==> config.mk <==
export PLATFORM = sky130hd
export DESIGN_NAME = conv_post_sched_flat
export DESIGN_NICKNAME = d
export VERILOG_FILES = /design/src/rtl/conv_post_sched_pkg.sv /design/src/rtl/conv_post_sched_if.sv /design/src/rtl/conv_post_sched_param_bank.sv /design/src/rtl/conv_post_sched.sv /design/src/flat_wrapper.sv
export SDC_FILE = /design/constraint.sdc
export NUM_CORES = 2
export LEC_CHECK = 0
export BUFFER_PORTS_ARGS = -buffer_cell sky130_fd_sc_hd__buf_2
export CORE_UTILIZATION = 34
export CTS_BUF_LIST = sky130_fd_sc_hd__clkbuf_2
export DETAILED_ROUTE_END_ITERATION = 6
export SLEW_MARGIN = 5
export SYNTH_ARGS = -nofsm -noshare
export SYNTH_HDL_FRONTEND = slang
export SYNTH_SLANG_ARGS = --single-unit
==> constraint.sdc <==
create_clock -name clk -period 10.9 [get_ports clk]
set_clock_uncertainty 0.2 [all_clocks]
set_input_delay 1.09 -clock clk [delete_from_list [all_inputs] [get_ports clk]]
set_output_delay 1.09 -clock clk [all_outputs]
set_load 0.05 [all_outputs]
==> src/rtl/conv_post_sched_pkg.sv <==
// Shared widths, state encoding and helpers for the post-processing scheduler.
package conv_post_sched_pkg;

  localparam int DATA_WIDTH  = 32;
  localparam int BIAS_WIDTH  = 32;
  localparam int SCALE_WIDTH = 16;
  localparam int MAX_OC      = 64;
  localparam int PIX_W       = 16;
  localparam int CREDITS     = 4;

  localparam int OC_AW   = $clog2(MAX_OC);
  localparam int OC_NW   = OC_AW + 1;
  localparam int CRED_W  = $clog2(CREDITS + 1);
  localparam int OUTST_W = 8;

  typedef enum logic [1:0] {
    ST_IDLE  = 2'd0,
    ST_RUN   = 2'd1,
    ST_DRAIN = 2'd2
  } state_e;

  // Channel counts above the bank depth run as a full bank.
  function automatic logic [OC_NW-1:0] clamp_oc(input logic [OC_NW-1:0] n);
    if (n > OC_NW'(MAX_OC)) return OC_NW'(MAX_OC);
    return n;
  endfunction

endpackage

==> src/rtl/conv_post_sched_if.sv <==
// Accumulator input stream and post-stage issue/return signals.
interface conv_post_sched_if;
  import conv_post_sched_pkg::*;

  logic                   acc_valid;
  logic                   acc_ready;
  logic [DATA_WIDTH-1:0]  acc_sum;
  logic                   pp_valid_in;
  logic [DATA_WIDTH-1:0]  pp_sum;
  logic [BIAS_WIDTH-1:0]  pp_bias;
  logic [SCALE_WIDTH-1:0] pp_scale;
  logic                   pp_valid_out;
  logic                   credit_ret;

  modport master (
    output acc_valid, acc_sum, pp_valid_out, credit_ret,
    input  acc_ready, pp_valid_in, pp_sum, pp_bias, pp_scale
  );

  modport slave (
    input  acc_valid, acc_sum, pp_valid_out, credit_ret,
    output acc_ready, pp_valid_in, pp_sum, pp_bias, pp_scale
  );
endinterface

==> src/rtl/conv_post_sched_param_bank.sv <==
// Per-channel bias/scale storage: one write port, combinational read, no reset.
module conv_post_sched_param_bank
  import conv_post_sched_pkg::*;
(
  input  logic                   clk,
  input  logic                   we,
  input  logic [OC_AW-1:0]       waddr,
  input  logic [BIAS_WIDTH-1:0]  wbias,
  input  logic [SCALE_WIDTH-1:0] wscale,
  input  logic [OC_AW-1:0]       raddr,
  output logic [BIAS_WIDTH-1:0]  rd_bias,
  output logic [SCALE_WIDTH-1:0] rd_scale
);

  logic [BIAS_WIDTH-1:0]  bias_mem  [MAX_OC];
  logic [SCALE_WIDTH-1:0] scale_mem [MAX_OC];

  // Write port; contents survive reset so a layer can be rerun without reloading.
  always_ff @(posedge clk) begin
    if (we) begin
      bias_mem[waddr]  <= wbias;
      scale_mem[waddr] <= wscale;
    end
  end

  assign rd_bias  = bias_mem[raddr];
  assign rd_scale = scale_mem[raddr];

endmodule

==> src/rtl/conv_post_sched.sv <==
// Post-processing scheduler: pairs each accumulator sum with its channel's
// bias/scale and issues it to the post stage under downstream credit control.
//
//  state    | meaning
//  ---------+---------------------------------------------------------------
//  ST_IDLE  | waiting for cfg_start; parameter bank writable
//  ST_RUN   | accepting sums while credits remain, one issue per cycle
//  ST_DRAIN | all sums issued; waiting for post-stage results to return
module conv_post_sched
  import conv_post_sched_pkg::*;
(
  input  logic                   clk,
  input  logic                   rst,
  input  logic                   cfg_start,
  input  logic [OC_NW-1:0]       cfg_oc_num,
  input  logic [PIX_W-1:0]       cfg_pix_num,
  output logic                   busy,
  output logic                   done,
  input  logic                   prm_we,
  input  logic [OC_AW-1:0]       prm_addr,
  input  logic [BIAS_WIDTH-1:0]  prm_bias,
  input  logic [SCALE_WIDTH-1:0] prm_scale,
  conv_post_sched_if.slave       bus
);

  state_e                 state_q, state_d;
  logic [OC_NW-1:0]       oc_num_q, oc_num_d;
  logic [PIX_W-1:0]       pix_num_q, pix_num_d;
  logic [OC_AW-1:0]       oc_cnt_q, oc_cnt_d;
  logic [PIX_W-1:0]       pix_cnt_q, pix_cnt_d;
  logic [CRED_W-1:0]      credits_q, credits_d;
  logic [OUTST_W-1:0]     outst_q, outst_d;
  logic                   done_q, done_d;
  logic                   pp_valid_q, pp_valid_d;
  logic [DATA_WIDTH-1:0]  pp_sum_q, pp_sum_d;
  logic [BIAS_WIDTH-1:0]  pp_bias_q, pp_bias_d;
  logic [SCALE_WIDTH-1:0] pp_scale_q, pp_scale_d;

  logic                   acc_ready_c;
  logic                   issue;
  logic                   drain_exit;
  logic [BIAS_WIDTH-1:0]  rd_bias;
  logic [SCALE_WIDTH-1:0] rd_scale;

  conv_post_sched_param_bank u_bank (
    .clk      (clk),
    .we       (prm_we && (state_q == ST_IDLE)),
    .waddr    (prm_addr),
    .wbias    (prm_bias),
    .wscale   (prm_scale),
    .raddr    (oc_cnt_q),
    .rd_bias  (rd_bias),
    .rd_scale (rd_scale)
  );

  assign acc_ready_c = (state_q == ST_RUN) && (credits_q != '0);
  assign issue       = acc_ready_c && bus.acc_valid;
  assign drain_exit  = (state_q == ST_DRAIN) && (outst_q == '0) && !pp_valid_q;

  // Next-state, layer counters, credit/outstanding tracking and issue register.
  always_comb begin
    state_d    = state_q;
    oc_num_d   = oc_num_q;
    pix_num_d  = pix_num_q;
    oc_cnt_d   = oc_cnt_q;
    pix_cnt_d  = pix_cnt_q;
    credits_d  = credits_q;
    outst_d    = outst_q;
    done_d     = 1'b0;
    pp_valid_d = issue;
    pp_sum_d   = pp_sum_q;
    pp_bias_d  = pp_bias_q;
    pp_scale_d = pp_scale_q;

    case (state_q)
      ST_IDLE: begin
        if (cfg_start) begin
          // An empty layer completes immediately without ever going busy.
          if ((cfg_oc_num == '0) || (cfg_pix_num == '0)) begin
            done_d = 1'b1;
          end else begin
            state_d   = ST_RUN;
            oc_num_d  = clamp_oc(cfg_oc_num);
            pix_num_d = cfg_pix_num;
            oc_cnt_d  = '0;
            pix_cnt_d = '0;
          end
        end
      end
      ST_RUN: begin
        if (issue) begin
          if ({1'b0, oc_cnt_q} == oc_num_q - OC_NW'(1)) begin
            oc_cnt_d = '0;
            if (pix_cnt_q == pix_num_q - PIX_W'(1)) begin
              state_d = ST_DRAIN;
            end else begin
              pix_cnt_d = pix_cnt_q + PIX_W'(1);
            end
          end else begin
            oc_cnt_d = oc_cnt_q + OC_AW'(1);
          end
        end
      end
      ST_DRAIN: begin
        if (drain_exit) state_d = ST_IDLE;
      end
      default: state_d = ST_IDLE;
    endcase

    case ({issue, bus.credit_ret})
      2'b10:   credits_d = credits_q - CRED_W'(1);
      2'b01:   if (credits_q < CRED_W'(CREDITS)) credits_d = credits_q + CRED_W'(1);
      default: credits_d = credits_q;
    endcase

    case ({pp_valid_q, bus.pp_valid_out})
      2'b10:   outst_d = outst_q + OUTST_W'(1);
      2'b01:   if (outst_q != '0) outst_d = outst_q - OUTST_W'(1);
      default: outst_d = outst_q;
    endcase

    if (issue) begin
      pp_sum_d   = bus.acc_sum;
      pp_bias_d  = rd_bias;
      pp_scale_d = rd_scale;
    end
  end

  // State and datapath registers with synchronous reset.
  always_ff @(posedge clk) begin
    if (rst) begin
      state_q    <= ST_IDLE;
      oc_num_q   <= '0;
      pix_num_q  <= '0;
      oc_cnt_q   <= '0;
      pix_cnt_q  <= '0;
      credits_q  <= CRED_W'(CREDITS);
      outst_q    <= '0;
      done_q     <= 1'b0;
      pp_valid_q <= 1'b0;
      pp_sum_q   <= '0;
      pp_bias_q  <= '0;
      pp_scale_q <= '0;
    end else begin
      state_q    <= state_d;
      oc_num_q   <= oc_num_d;
      pix_num_q  <= pix_num_d;
      oc_cnt_q   <= oc_cnt_d;
      pix_cnt_q  <= pix_cnt_d;
      credits_q  <= credits_d;
      outst_q    <= outst_d;
      done_q     <= done_d;
      pp_valid_q <= pp_valid_d;
      pp_sum_q   <= pp_sum_d;
      pp_bias_q  <= pp_bias_d;
      pp_scale_q <= pp_scale_d;
    end
  end

  assign busy            = (state_q != ST_IDLE);
  assign done            = done_q || drain_exit;
  assign bus.acc_ready   = acc_ready_c;
  assign bus.pp_valid_in = pp_valid_q;
  assign bus.pp_sum      = pp_sum_q;
  assign bus.pp_bias     = pp_bias_q;
  assign bus.pp_scale    = pp_scale_q;

endmodule
==> src/flat_wrapper.sv <==
// flat-port wrapper written by rule: the top's interface ports become plain ports
module conv_post_sched_flat import conv_post_sched_pkg::*;
  (clk, rst, cfg_start, cfg_oc_num, cfg_pix_num, busy, done, prm_we, prm_addr, prm_bias, prm_scale, bus_acc_valid, bus_acc_sum, bus_pp_valid_out, bus_credit_ret, bus_acc_ready, bus_pp_valid_in, bus_pp_sum, bus_pp_bias, bus_pp_scale);
  conv_post_sched_if bus_i ();
  input  logic clk;
  input  logic rst;
  input  logic cfg_start;
  input  logic [OC_NW-1:0] cfg_oc_num;
  input  logic [PIX_W-1:0] cfg_pix_num;
  output logic busy;
  output logic done;
  input  logic prm_we;
  input  logic [OC_AW-1:0] prm_addr;
  input  logic [BIAS_WIDTH-1:0] prm_bias;
  input  logic [SCALE_WIDTH-1:0] prm_scale;
  input wire logic [$bits(bus_i.acc_valid)-1:0] bus_acc_valid;
  input wire logic [$bits(bus_i.acc_sum)-1:0] bus_acc_sum;
  input wire logic [$bits(bus_i.pp_valid_out)-1:0] bus_pp_valid_out;
  input wire logic [$bits(bus_i.credit_ret)-1:0] bus_credit_ret;
  output wire logic [$bits(bus_i.acc_ready)-1:0] bus_acc_ready;
  output wire logic [$bits(bus_i.pp_valid_in)-1:0] bus_pp_valid_in;
  output wire logic [$bits(bus_i.pp_sum)-1:0] bus_pp_sum;
  output wire logic [$bits(bus_i.pp_bias)-1:0] bus_pp_bias;
  output wire logic [$bits(bus_i.pp_scale)-1:0] bus_pp_scale;
  assign bus_i.acc_valid = bus_acc_valid;
  assign bus_i.acc_sum = bus_acc_sum;
  assign bus_i.pp_valid_out = bus_pp_valid_out;
  assign bus_i.credit_ret = bus_credit_ret;
  assign bus_acc_ready = bus_i.acc_ready;
  assign bus_pp_valid_in = bus_i.pp_valid_in;
  assign bus_pp_sum = bus_i.pp_sum;
  assign bus_pp_bias = bus_i.pp_bias;
  assign bus_pp_scale = bus_i.pp_scale;
  conv_post_sched u_core (.clk(clk), .rst(rst), .cfg_start(cfg_start), .cfg_oc_num(cfg_oc_num), .cfg_pix_num(cfg_pix_num), .busy(busy), .done(done), .prm_we(prm_we), .prm_addr(prm_addr), .prm_bias(prm_bias), .prm_scale(prm_scale), .bus(bus_i));
endmodule
==> impl_metrics.json <==
{
  "hold_path.class": "in -> reg",
  "final_util_pct": 39.1,
  "p_leak_nw": 43.4,
  "grt_pass1_vias": 65790,
  "cts_buffer_depth": 4,
  "cts_made_buffers": 764,
  "grt-ovfl-total": 0,
  "fin_crit_sh_pct": 48.5,
  "drt_iter0_markers": 8069,
  "root_buffer": "clkbuf_2",
  "ys_seq_area_share_pct": 77.7,
  "tns_ps": 0,
  "syn_area_um2": 122000,
  "p_per_area_nw_per_um2": 164,
  "grt_usage_pct": 19.5,
  "crit_path_end_kind": "flop",
  "io_buffers": 199,
  "syn2layout_area_growth_pct": 14.1,
  "numPlacedInstances": 10098,
  "antenna_found_initial": 34,
  "syn_area_per_cell_um2": 23.2,
  "row_count": 219,
  "cp_num_buf_inv": 2,
  "cts_num_sinks": 3212,
  "cts_htree_levels": 6,
  "finalPower_w": 0.0228,
  "setup-violations-final": 0,
  "cts_setup_buffers": 0,
  "cpLargestDelayFamily": "buffers and inverters",
  "synth_ff_type": "edfxtp_1",
  "grt_pass1_wl_um": 500000,
  "first_pass_iters": 6,
  "cts_resized": 0,
  "dr_wl_met2_um": 172000,
  "path_max_fanout": 67,
  "dp_hpwl_um": 184000,
  "fmaxAchievable_mhz": 189,
  "fin_cells": 11757,
  "yosysWarnings": 0,
  "cts_tree": "built",
  "drive_gt1_share_pct": 37.2,
  "top_layer_used": "met5",
  "drt-met1-wl_um": 144000,
  "drc_errors": 0,
  "gp_congestion": 0.809,
  "dp_worst_setup_slack_ps": 5530,
  "synth_nets": 5412,
  "path_cells": "buf_4 > buf_4 > mux4_2 > mux4_2 > a22oi_1 > a21oi_1 > a21oi_1 > nor2_1",
  "wl_met3_um": 32900,
  "die_x_um": 602,
  "min_period_ps": 5280,
  "drt_wl_total_um": 359000,
  "clk_pin_slew_worst_paths_ps": 100,
  "viasPerCell": 5.45,
  "ys_types": 60,
  "finalHoldViolations": 0,
  "grt_max_degree": 128,
  "rsz0062_at_grt": "false",
  "critPathKind": "reg -> reg",
  "chipHeight_um": 602,
  "tightest_slew_ps": 1320,
  "vias": 64075,
  "async_flop_share_pct": 0,
  "synthCells": 5284,
  "cap_violations": 0,
  "slew_headroom_pct": 12.3,
  "ant_nets": 0,
  "fin_nets": 6519,
  "dieArea_um2": 362000,
  "slowest_delay_ps": 980,
  "vdd_ir_drop_max_mv": 0.0867,
  "start_util_pct": 34.3,
  "worst_slack_ps": 5620,
  "cp_data_arrival_time_ps": 6770,
  "slowest_stage": "dfxtp_4",
  "critPathRequiredTime_ps": 12390,
  "ios": 200,
  "synth-edff-count": 3072,
  "wire_per_inst_um": 30.5,
  "worst_setup_path_start_kind": "flop",
  "coreArea_um2": 357000,
  "status": "completed",
  "ys_ff_latch": 3212,
  "clk_latency_ps": 1940,
  "slew_viol_final": 0
}
per-layer routing:
| metal | vias up | track usage (%) |
|---|---|---|
| met5 | - | 0 |
| met4 | 22 | 5.59 |
| met3 | 600 | 4.40 |
| met2 | 3702 | 31.4 |
| met1 | 34473 | 26.4 |
| li1 | 25278 | - |
placed cells by master (no fill, tap or decap), types with 11 or more instances in the layout:
master and n:
buf_4 144, mux4_2 960, a22oi_1 72, nor2_4 65, inv_2 16, nand2_1 140, clkbuf_2 1134, clkinv_2 16
dlygate4sd3_1 277, o21ai_0 12, edfxtp_1 3072, diode_2 22, xnor2_1 28, nor4_1 13, a21oi_1 171, nor2_1 112
buf_2 198, xor2_1 17, inv_1 11, nand3_1 18, o22ai_1 12, clkinv_1 164, dfxtp_1 135
synth_stat cells, types with 7 or more instances:
master,n,area [um^2]
buf_2,18,90.1
nor4_1,13,81.3
nor2_1,177,664
mux2i_1,10,100
o21ai_0,12,60.1
a2111oi_0,8,70.1
nor2b_1,11,68.8
or4_1,7,52.6
dfxtp_1,140,2800
o22ai_1,12,75.1
nand3_1,18,90.1
xor2_1,17,149
nor3b_1,9,67.6
mux4_2,960,21600
buf_1,81,304
inv_1,11,41.3
ha_1,10,125
clkbuf_1,189,709
nor3_1,9,45.0
a22oi_1,72,541
and3_1,7,43.8
nand2_1,141,529
xnor2_1,28,245
a21oi_1,171,856
edfxtp_1,3072,92200
final cells by class:
type,count,area [um^2]
diodes,22,55.1
clock buffers,1134,5680
clock inverters,225,1150
fillers,31788,217000
inverters,11,41.3
multi-input cells,1771,26700
flip-flops and latches,3212,95100
well taps,4751,5940
repair buffers,631,5070
kinds of logic after synthesis:
kind of cell | after synthesis | share of synthesized area [%]
AOI/OAI and AO/OA | 309 | 1.54
xor gates and xnor gates | 45 | 0.322
adders and majority gates | 12 | 0.135
buffers and inverters | 301 | 0.954
DFF | 3212 | 77.7
muxes | 970 | 17.7
and+or+nand+nor | 435 | 1.62
final timing paths:
kind / cells after the start / from / slack (ps) / endpoint
worst max-delay path: 8 / u_core.oc_cnt_q[1] / 5620 / u_core.bus.pp_bias[17]
worst min-delay path: 3 / prm_addr[1] / 230 / u_core.u_bank.bias_mem[30][23]
worst max register to register: 8 / u_core.oc_cnt_q[1] / 5620 / u_core.bus.pp_bias[17]
worst min register to register: 2 / u_core.bus.pp_bias[2] / 270 / u_core.bus.pp_bias[2]
timing repair:
| item | in CTS | in global routing |
|---|---|---|
| hold buffers | 278 | 0 |
| endpoints found under the setup margin | 0 | 0 |
| hold endpoints to repair | 3244 | 0 |
stage by stage:
step / instance area (um^2) / hold WS (ps)
floorplan: 122000 / 238
global placement: 130000 / 247
detailed placement: 130000 / 249
CTS: 140000 / 15.9
global route: 140000 / 20.4
finish: 140000 / 231
sequential cells by signal, indices dropped and copies added, names as in the netlist:
| register | flops |
|---|---|
| u_core.oc_num_q | 7 |
| u_core.pix_cnt_q | 16 |
| u_core.outst_q | 8 |
| u_core.bus.pp_bias | 32 |
| u_core.bus.pp_valid_in | 1 |
| u_core.bus.pp_scale | 16 |
| u_core.state_q | 2 |
| u_core.done_q | 1 |
| u_core.pix_num_q | 16 |
| u_core.u_bank.bias_mem | 2048 |
| u_core.credits_q | 3 |
| u_core.bus.pp_sum | 32 |
| u_core.u_bank.scale_mem | 1024 |
| u_core.oc_cnt_q | 6 |
report_power, final:
| group | total [W] | leakage, nW | internal (W) | switching [W] |
|---|---|---|---|---|
| registers | 0.0136 | 28.8 | 0.0136 | 0.0000579 |
| clock network | 0.00777 | 5.25 | 0.00295 | 0.00482 |
| logic | 0.00145 | 9.37 | 0.000637 | 0.000815 |
worst reg2reg max path, cell delays in order (launching register included):
cell,delay (ps)
dfxtp_4,980
buf_4,810
buf_4,1010
mux4_2,490
mux4_2,530
a22oi_1,600
a21oi_1,350
a21oi_1,220
nor2_1,50
Power figures use the tool's default switching activity.
